`config.mk`:
```
export PLATFORM = sky130hd
export DESIGN_NAME = imem_boot_loader_flat
export DESIGN_NICKNAME = d
export VERILOG_FILES = /design/src/rtl/imem_boot_loader_if.sv /design/src/rtl/imem_boot_loader.sv /design/src/flat_wrapper.sv
export SDC_FILE = /design/constraint.sdc
export NUM_CORES = 1
export LEC_CHECK = 0
export ABC_CLOCK_PERIOD_IN_PS = 2800
export BUFFER_PORTS_ARGS = -buffer_cell sky130_fd_sc_hd__buf_2
export CORE_ASPECT_RATIO = 0.75
export CORE_MARGIN = 4
export CORE_UTILIZATION = 59
export DETAILED_ROUTE_END_ITERATION = 12
export PLACE_DENSITY = 0.85
export SETUP_SLACK_MARGIN = 0.05
export SYNTH_ARGS = -nofsm -noshare
export SYNTH_HDL_FRONTEND = slang
export SYNTH_SLANG_ARGS = --single-unit
```
`constraint.sdc`:
```
create_clock -name clk -period 2.8 [get_ports clk]
set_clock_uncertainty 0.05 [all_clocks]
set_input_delay 0.42 -clock clk [delete_from_list [all_inputs] [get_ports clk]]
set_output_delay 0.42 -clock clk [all_outputs]
set_load 0.01 [all_outputs]
```
`src/rtl/imem_boot_loader_if.sv`:
```
// rtl/imem_boot_loader_if.sv - byte stream in and instruction-memory write port of the boot loader
interface imem_boot_loader_if #(
    parameter int ADDR_W = 7
);
    logic              in_valid;
    logic [7:0]        in_data;
    logic              in_ready;
    logic              mem_we;
    logic [ADDR_W-1:0] mem_addr;
    logic [7:0]        mem_wdata;

    // Byte source and memory observer side
    modport master (
        output in_valid,
        output in_data,
        input  in_ready,
        input  mem_we,
        input  mem_addr,
        input  mem_wdata
    );

    // Loader side
    modport slave (
        input  in_valid,
        input  in_data,
        output in_ready,
        output mem_we,
        output mem_addr,
        output mem_wdata
    );
endinterface

```
`src/rtl/imem_boot_loader.sv`:
```
// rtl/imem_boot_loader.sv - framed byte-stream loader for the instruction memory with XOR check
module imem_boot_loader #(
    parameter int MEM_DEPTH = 101,
    parameter int ADDR_W    = 7
) (
    input  logic                clk,
    input  logic                reset,
    input  logic                start,
    imem_boot_loader_if.slave   bus,
    output logic                cpu_reset,
    output logic                busy,
    output logic                done,
    output logic                err,
    output logic [1:0]          err_code
);
    typedef enum logic [2:0] {
        IDLE, LEN_HI, LEN_LO, DATA, CSUM, DONE, ERR
    } state_t;

    state_t            state, state_n;
    logic [15:0]       len, len_n;
    logic [15:0]       count, count_n;
    logic [7:0]        csum, csum_n;
    logic              in_ready_n, mem_we_n;
    logic [ADDR_W-1:0] mem_addr_n;
    logic [7:0]        mem_wdata_n;
    logic              cpu_reset_n, busy_n, done_n, err_n;
    logic [1:0]        err_code_n;
    logic              hs;

    assign hs = bus.in_valid && bus.in_ready;

    // Register the state and every output so the core and memory see glitch-free signals
    always_ff @(posedge clk) begin
        if (!reset) begin
            state         <= IDLE;
            len           <= '0;
            count         <= '0;
            csum          <= '0;
            bus.in_ready  <= 1'b0;
            bus.mem_we    <= 1'b0;
            bus.mem_addr  <= '0;
            bus.mem_wdata <= '0;
            cpu_reset     <= 1'b0;
            busy          <= 1'b0;
            done          <= 1'b0;
            err           <= 1'b0;
            err_code      <= 2'b00;
        end else begin
            state         <= state_n;
            len           <= len_n;
            count         <= count_n;
            csum          <= csum_n;
            bus.in_ready  <= in_ready_n;
            bus.mem_we    <= mem_we_n;
            bus.mem_addr  <= mem_addr_n;
            bus.mem_wdata <= mem_wdata_n;
            cpu_reset     <= cpu_reset_n;
            busy          <= busy_n;
            done          <= done_n;
            err           <= err_n;
            err_code      <= err_code_n;
        end
    end

    // Next-state and next-output logic; the write strobe defaults low so it pulses once per byte
    always_comb begin
        state_n     = state;
        len_n       = len;
        count_n     = count;
        csum_n      = csum;
        mem_we_n    = 1'b0;
        mem_addr_n  = bus.mem_addr;
        mem_wdata_n = bus.mem_wdata;
        cpu_reset_n = cpu_reset;
        busy_n      = busy;
        done_n      = done;
        err_n       = err;
        err_code_n  = err_code;
        case (state)
            IDLE: begin
                if (start) begin
                    state_n = LEN_HI;
                    busy_n  = 1'b1;
                end
            end
            LEN_HI: begin
                if (hs) begin
                    len_n[15:8] = bus.in_data;
                    state_n     = LEN_LO;
                end
            end
            LEN_LO: begin
                if (hs) begin
                    len_n = {len[15:8], bus.in_data};
                    if (len_n == 16'd0 || len_n > 16'(MEM_DEPTH)) begin
                        state_n    = ERR;
                        busy_n     = 1'b0;
                        err_n      = 1'b1;
                        err_code_n = 2'b01;
                    end else if (len_n[1:0] != 2'b00) begin
                        state_n    = ERR;
                        busy_n     = 1'b0;
                        err_n      = 1'b1;
                        err_code_n = 2'b11;
                    end else begin
                        state_n = DATA;
                        count_n = '0;
                        csum_n  = '0;
                    end
                end
            end
            DATA: begin
                if (hs) begin
                    csum_n      = csum ^ bus.in_data;
                    count_n     = count + 16'd1;
                    mem_we_n    = 1'b1;
                    mem_addr_n  = count[ADDR_W-1:0];
                    mem_wdata_n = bus.in_data;
                    if (count_n == len) state_n = CSUM;
                end
            end
            CSUM: begin
                if (hs) begin
                    busy_n = 1'b0;
                    if (bus.in_data == csum) begin
                        state_n     = DONE;
                        done_n      = 1'b1;
                        cpu_reset_n = 1'b1;
                    end else begin
                        state_n    = ERR;
                        err_n      = 1'b1;
                        err_code_n = 2'b10;
                    end
                end
            end
            DONE: begin
                if (start) begin
                    state_n     = LEN_HI;
                    done_n      = 1'b0;
                    cpu_reset_n = 1'b0;
                    busy_n      = 1'b1;
                end
            end
            ERR: begin
                if (start) begin
                    state_n    = LEN_HI;
                    err_n      = 1'b0;
                    err_code_n = 2'b00;
                    busy_n     = 1'b1;
                end
            end
            default: state_n = IDLE;
        endcase
        in_ready_n = (state_n == LEN_HI) || (state_n == LEN_LO) ||
                     (state_n == DATA)   || (state_n == CSUM);
    end
endmodule
```
`src/flat_wrapper.sv`:
```
// flat-port wrapper written by rule: the top's interface ports become plain ports
module imem_boot_loader_flat 
#(
    parameter int MEM_DEPTH = 101,
    parameter int ADDR_W    = 7
)
  (clk, reset, start, cpu_reset, busy, done, err, err_code, bus_in_valid, bus_in_data, bus_in_ready, bus_mem_we, bus_mem_addr, bus_mem_wdata);
  imem_boot_loader_if #(.ADDR_W(ADDR_W)) bus_i ();
  input  logic clk;
  input  logic reset;
  input  logic start;
  output logic cpu_reset;
  output logic busy;
  output logic done;
  output logic err;
  output logic [1:0] err_code;
  input wire logic [$bits(bus_i.in_valid)-1:0] bus_in_valid;
  input wire logic [$bits(bus_i.in_data)-1:0] bus_in_data;
  output wire logic [$bits(bus_i.in_ready)-1:0] bus_in_ready;
  output wire logic [$bits(bus_i.mem_we)-1:0] bus_mem_we;
  output wire logic [$bits(bus_i.mem_addr)-1:0] bus_mem_addr;
  output wire logic [$bits(bus_i.mem_wdata)-1:0] bus_mem_wdata;
  assign bus_i.in_valid = bus_in_valid;
  assign bus_i.in_data = bus_in_data;
  assign bus_in_ready = bus_i.in_ready;
  assign bus_mem_we = bus_i.mem_we;
  assign bus_mem_addr = bus_i.mem_addr;
  assign bus_mem_wdata = bus_i.mem_wdata;
  imem_boot_loader #(.MEM_DEPTH(MEM_DEPTH), .ADDR_W(ADDR_W)) u_core (.clk(clk), .reset(reset), .start(start), .bus(bus_i), .cpu_reset(cpu_reset), .busy(busy), .done(done), .err(err), .err_code(err_code));
endmodule
```
# Word level (Yosys, flattened, before mapping)
# Cells that the tools add are included.
# classes
n_addsub	1
magnitude_cmp	1
n_eq_ne	23
muxes	46
n_bitwise	2
reduce_logical	21
# op_table
cell	count
16-bit 2-to-1 mux	4
8-bit 2-to-1 mux	5
16-bit case mux with 2 select lines	1
8-bit case mux with 2 select lines	2
3-bit 2-to-1 mux	8
16-bit by 1-bit adder with 16-bit output (second input constant)	1
16-bit == test	1
16-bit by 7-bit greater-than comparator with 1-bit output (second input constant)	1
16-bit logical NOT	1
3-bit case mux with 5 select lines	1
1-bit 2-to-1 mux	14
2-bit 2-to-1 mux	7
3-bit by 2-bit == test with 1-bit output (second input constant)	4
3-bit == test (second input constant)	4
2-bit by 1-bit != test with 1-bit output (second input constant)	5
2-bit != test (second input constant)	5
5-bit AND reduction	2
8-bit == test	1
8-bit bitwise XOR	1
3-bit by 1-bit == test with 1-bit output (second input constant)	2
1-bit case mux with 3 select lines	2
2-bit case mux with 3 select lines	1
2-bit AND reduction	3
6-bit AND reduction	1
other kinds (11)	17
# word_totals
register_bits	65

# Longest topological paths before layout
# logic_depth
depth_word	9
mapped_depth	8
mapped_depth_nobuf	7

# Least setup slack after synthesis
# No wires, ideal clock.
# synth_path
path_type	register to register
from	register u_core.count[0]
to	register u_core.state[1]
setup_ns	0.135
arrival_ns	2.049
t_required_ns	2.615
setup_slack_ns	0.566
stages_incl_launch_ff	8
path_cell_list	dfxtp_1 > buf_2 > nand3_1 > or4_4 > mux2_4 > a2111oi_2 > and4_1 > a41oi_1
# synth_via
elab_chain_len	5
# synth_lines
element	line	text
start, declared	imem_boot_loader.sv:22	logic [15:0] count, count_n;
start signal, assigned	imem_boot_loader.sv:52	count <= count_n;
16-bit by 1-bit adder with 16-bit output	imem_boot_loader.sv:116	count_n = count + 16'd1;
16-bit == test	imem_boot_loader.sv:120	if (count_n == len) state_n = CSUM;
3-bit 2-to-1 mux	imem_boot_loader.sv:120	
3-bit 2-to-1 mux	imem_boot_loader.sv:114	if (hs) begin
3-bit case mux with 5 select lines	imem_boot_loader.sv:80	case (state)
end signal, assigned	imem_boot_loader.sv:50	state <= state_n;
end, declared	imem_boot_loader.sv:20	state_t state, state_n;
# No other way between the ends.
# A chain may end at the register's enable or synchronous reset.

# Worst setup path in the final report
# Same ends and word-level chain as after synthesis.

==> out/qor.txt <==
Status = complete, no violations
Max Transition Viols Final = 0
Leakage = 1.38 nW
H-tree depth = 3
GR Util met1 = 0.373
Synthesized flop and latch total = 65
Clk sinks = 65
Total number of vias = 3507
Synth Area in Adders = 0.00640
Yosys cell types = 55
Vias in the first global route = 2958
# diodes = 0
Slew margin rel. = 0.635
Die height = 74.9 um
Core Area = 0.00580 mm2
Pwr/cell area = 463 mW/mm2
Number of enable flip-flop cells after synthesis = 0
Pin count of the biggest net entering global routing = 48
Layout cells sized above 1 = 0.161
Commonest cells after routing, fill and taps aside = nand2_1 (68), dfxtp_1 (65), a21oi_1 (54)
Clk_lat worst skew = 0.35 ns
Num rows = 24
Worst slew pin tran = 0.546 ns
Drc violations = 0
Total power = 1.81 mW
CTS buffer count = 9
Post_cts resized = 0
Antenna-violating nets left = 0
Post-DP HPWL = 6670 um
Hold EP = u_core.len[2]
Initial core utilization = 0.607
Fin nets = 500
Initial antenna violation count = 0
Die area = 0.00728 mm2
Drt wl/cell = 16.7 um
First-pass GRT wire length = 15000 um
Die X = 97.2 um
Clock root cell = clkbuf_8
Layout fillers = 485
RR Startpoint = u_core.count[0]
Maximum VDD drop = 0.409 mV
Crit. End Element = register
Synth Area in Compound Gates = 0.220
Hold_ws = 0.325 ns
Total track usage = 0.264
Busiest grt layer = met2
Avg Inst Size Synth = 7.62 um2
I/O pin count = 35
Max cap viols = 0
Crit share post-route = 0.914
Post-DR vias/cell = 6.15
Commonest non-fill, non-tap cell in the layout = nand2_1
Met3 global-route usage = 0.0667
M2 GR Usage = 0.405
Clock Path Buffers = 2
Fmax = 391 MHz
Setup violations, final = 0
Dominant combinational cell family by area after synthesis = simple AND/OR/NAND/NOR gates
Routed Wire Length = 9490 um
Post-Synthesis Cells = 462
RePlAce Congestion = 0.981
RSZ-0062 raised after global routing = false
Crit-path max FO = 8
R2R Path End = u_core.state[1]
Critical path type = reg2reg
CP arrival = 2.72 ns
Simple-gate share of the synthesized area = 0.265
Total gr overflow = 0
Post-route minimum period = 2.56 ns
Required @ worst endpoint = 2.96 ns
Yosys warns = 0
Xor-xnor portion of the synthesized cell area = 0.0647
Multiplexer area fraction after synthesis = 0.0327
Syn nets = 475
Hold Crit Class = in2reg
CP Launch Type = register
R2R setup slack = 0.24 ns
Area delta synth->final = 11.3%
CTS tree = yes
Register area share after synthesis = 0.370
Setup tns final = 0 ns
Port bufs = 34
Worst Reg-to-Reg Cells = 6
Synth Flop Type = dfxtp_1
Final Hold Vio Count = 0
Clock transition at path regs = 0.08 ns
Min-Delay Path Depth = 3
TritonRoute pass-1 iters = 5
Initial DRC count = 336
FFs w/ async S/R, synth = 0
Hold_sp = bus_in_data[2]
Mapped Area = 0.00352 mm2
[worst max path at each step]
stage,to,cells after the start,from,slack [ns]
after global placement,u_core.state[2],7,u_core.count[0],0.42
after global routing,u_core.state[0],6,u_core.count[0],0.09
final,u_core.state[1],6,u_core.count[0],0.24
after detailed placement,u_core.state[1],7,u_core.count[0],0.22
after CTS,u_core.state[1],7,u_core.count[0],0.19
after floorplan,u_core.state[1],7,u_core.count[0],0.57
[synthesized netlist by cell type, types with 6 or more instances]
library cell / n / area share
nand3_1: 10 / 0.014
nor3_1: 9 / 0.013
xnor2_1: 20 / 0.050
nor4_1: 8 / 0.014
a21oi_1: 54 / 0.077
dfxtp_1: 65 / 0.37
xor2_1: 6 / 0.015
nor2_1: 49 / 0.052
o21ai_0: 36 / 0.051
nand2_1: 68 / 0.073
or2_2: 8 / 0.014
nand3b_1: 6 / 0.013
clkbuf_1: 23 / 0.025
nand4_1: 6 / 0.011
mux2i_1: 10 / 0.028
buf_2: 6 / 0.0085
[through the flow]
step | cell area, um2 | instances | util | setup slack [ns]
after global routing | 3920 | 570 | 0.676 | 0.0924
after CTS | 3910 | 569 | 0.675 | 0.188
after floorplan | 3520 | 462 | - | 0.566
after detailed placement | 3740 | 553 | 0.645 | 0.220
after global placement | 3740 | 553 | 0.645 | 0.423
final | 3920 | 570 | 0.676 | 0.241
[worst max-delay path, stage by stage, from the launching register on]
cell,delay [ns]
dfxtp_1,0.50
nand3_1,0.22
or4_4,0.59
mux2_4,0.32
a2111oi_2,0.31
and4_1,0.29
a41oi_1,0.14
[cells by family after synthesis]
family                     count (synthesis)
AOI/OAI and AO/OA                        129
xor gates and xnor gates                  26
adders and majority gates                  2
buffers and inverters                     36
DFF                                       65
muxes                                     11
and+or+nand+nor                          193
[registers in the layout, summed over array words and instances (netlist names)]
signal / count
u_core.count: 16
u_core.cpu_reset: 1
u_core.err: 1
u_core.len: 16
u_core.csum: 8
u_core.bus.mem_addr: 7
u_core.busy: 1
u_core.err_code: 2
u_core.bus.in_ready: 1
u_core.bus.mem_wdata: 8
u_core.bus.mem_we: 1
u_core.state: 3
[area by class of cell]
type	count	area (um2)	area share
clock buffer	11	131	0.0335
clock inverter	5	41.3	0.0105
inverter	4	15.0	0.00383
multi-input combinational	361	2070	0.529
sequential	65	1300	0.332
tap	78	97.6	0.0249
timing repair buffer	46	260	0.0664
[what timing repair did]
action / CTS / global route
buffers inserted: 0 / 1
hold buffers: 0 / 0
endpoints found under the setup margin: 0 / 3
[power breakdown]
group / total (mW) / internal [mW] / switching [mW]
registers: 0.955 / 0.936 / 0.0189
logic: 0.144 / 0.0549 / 0.0890
clock network: 0.715 / 0.328 / 0.387
[per-layer routing]
metal,part of all wire,vias up
met2,0.45,138
met4,0.015,0
li1,-,1692
met3,0.075,17
met1,0.46,1660
met5,0,-
No activity file was read; power rests on OpenSTA's default activity.
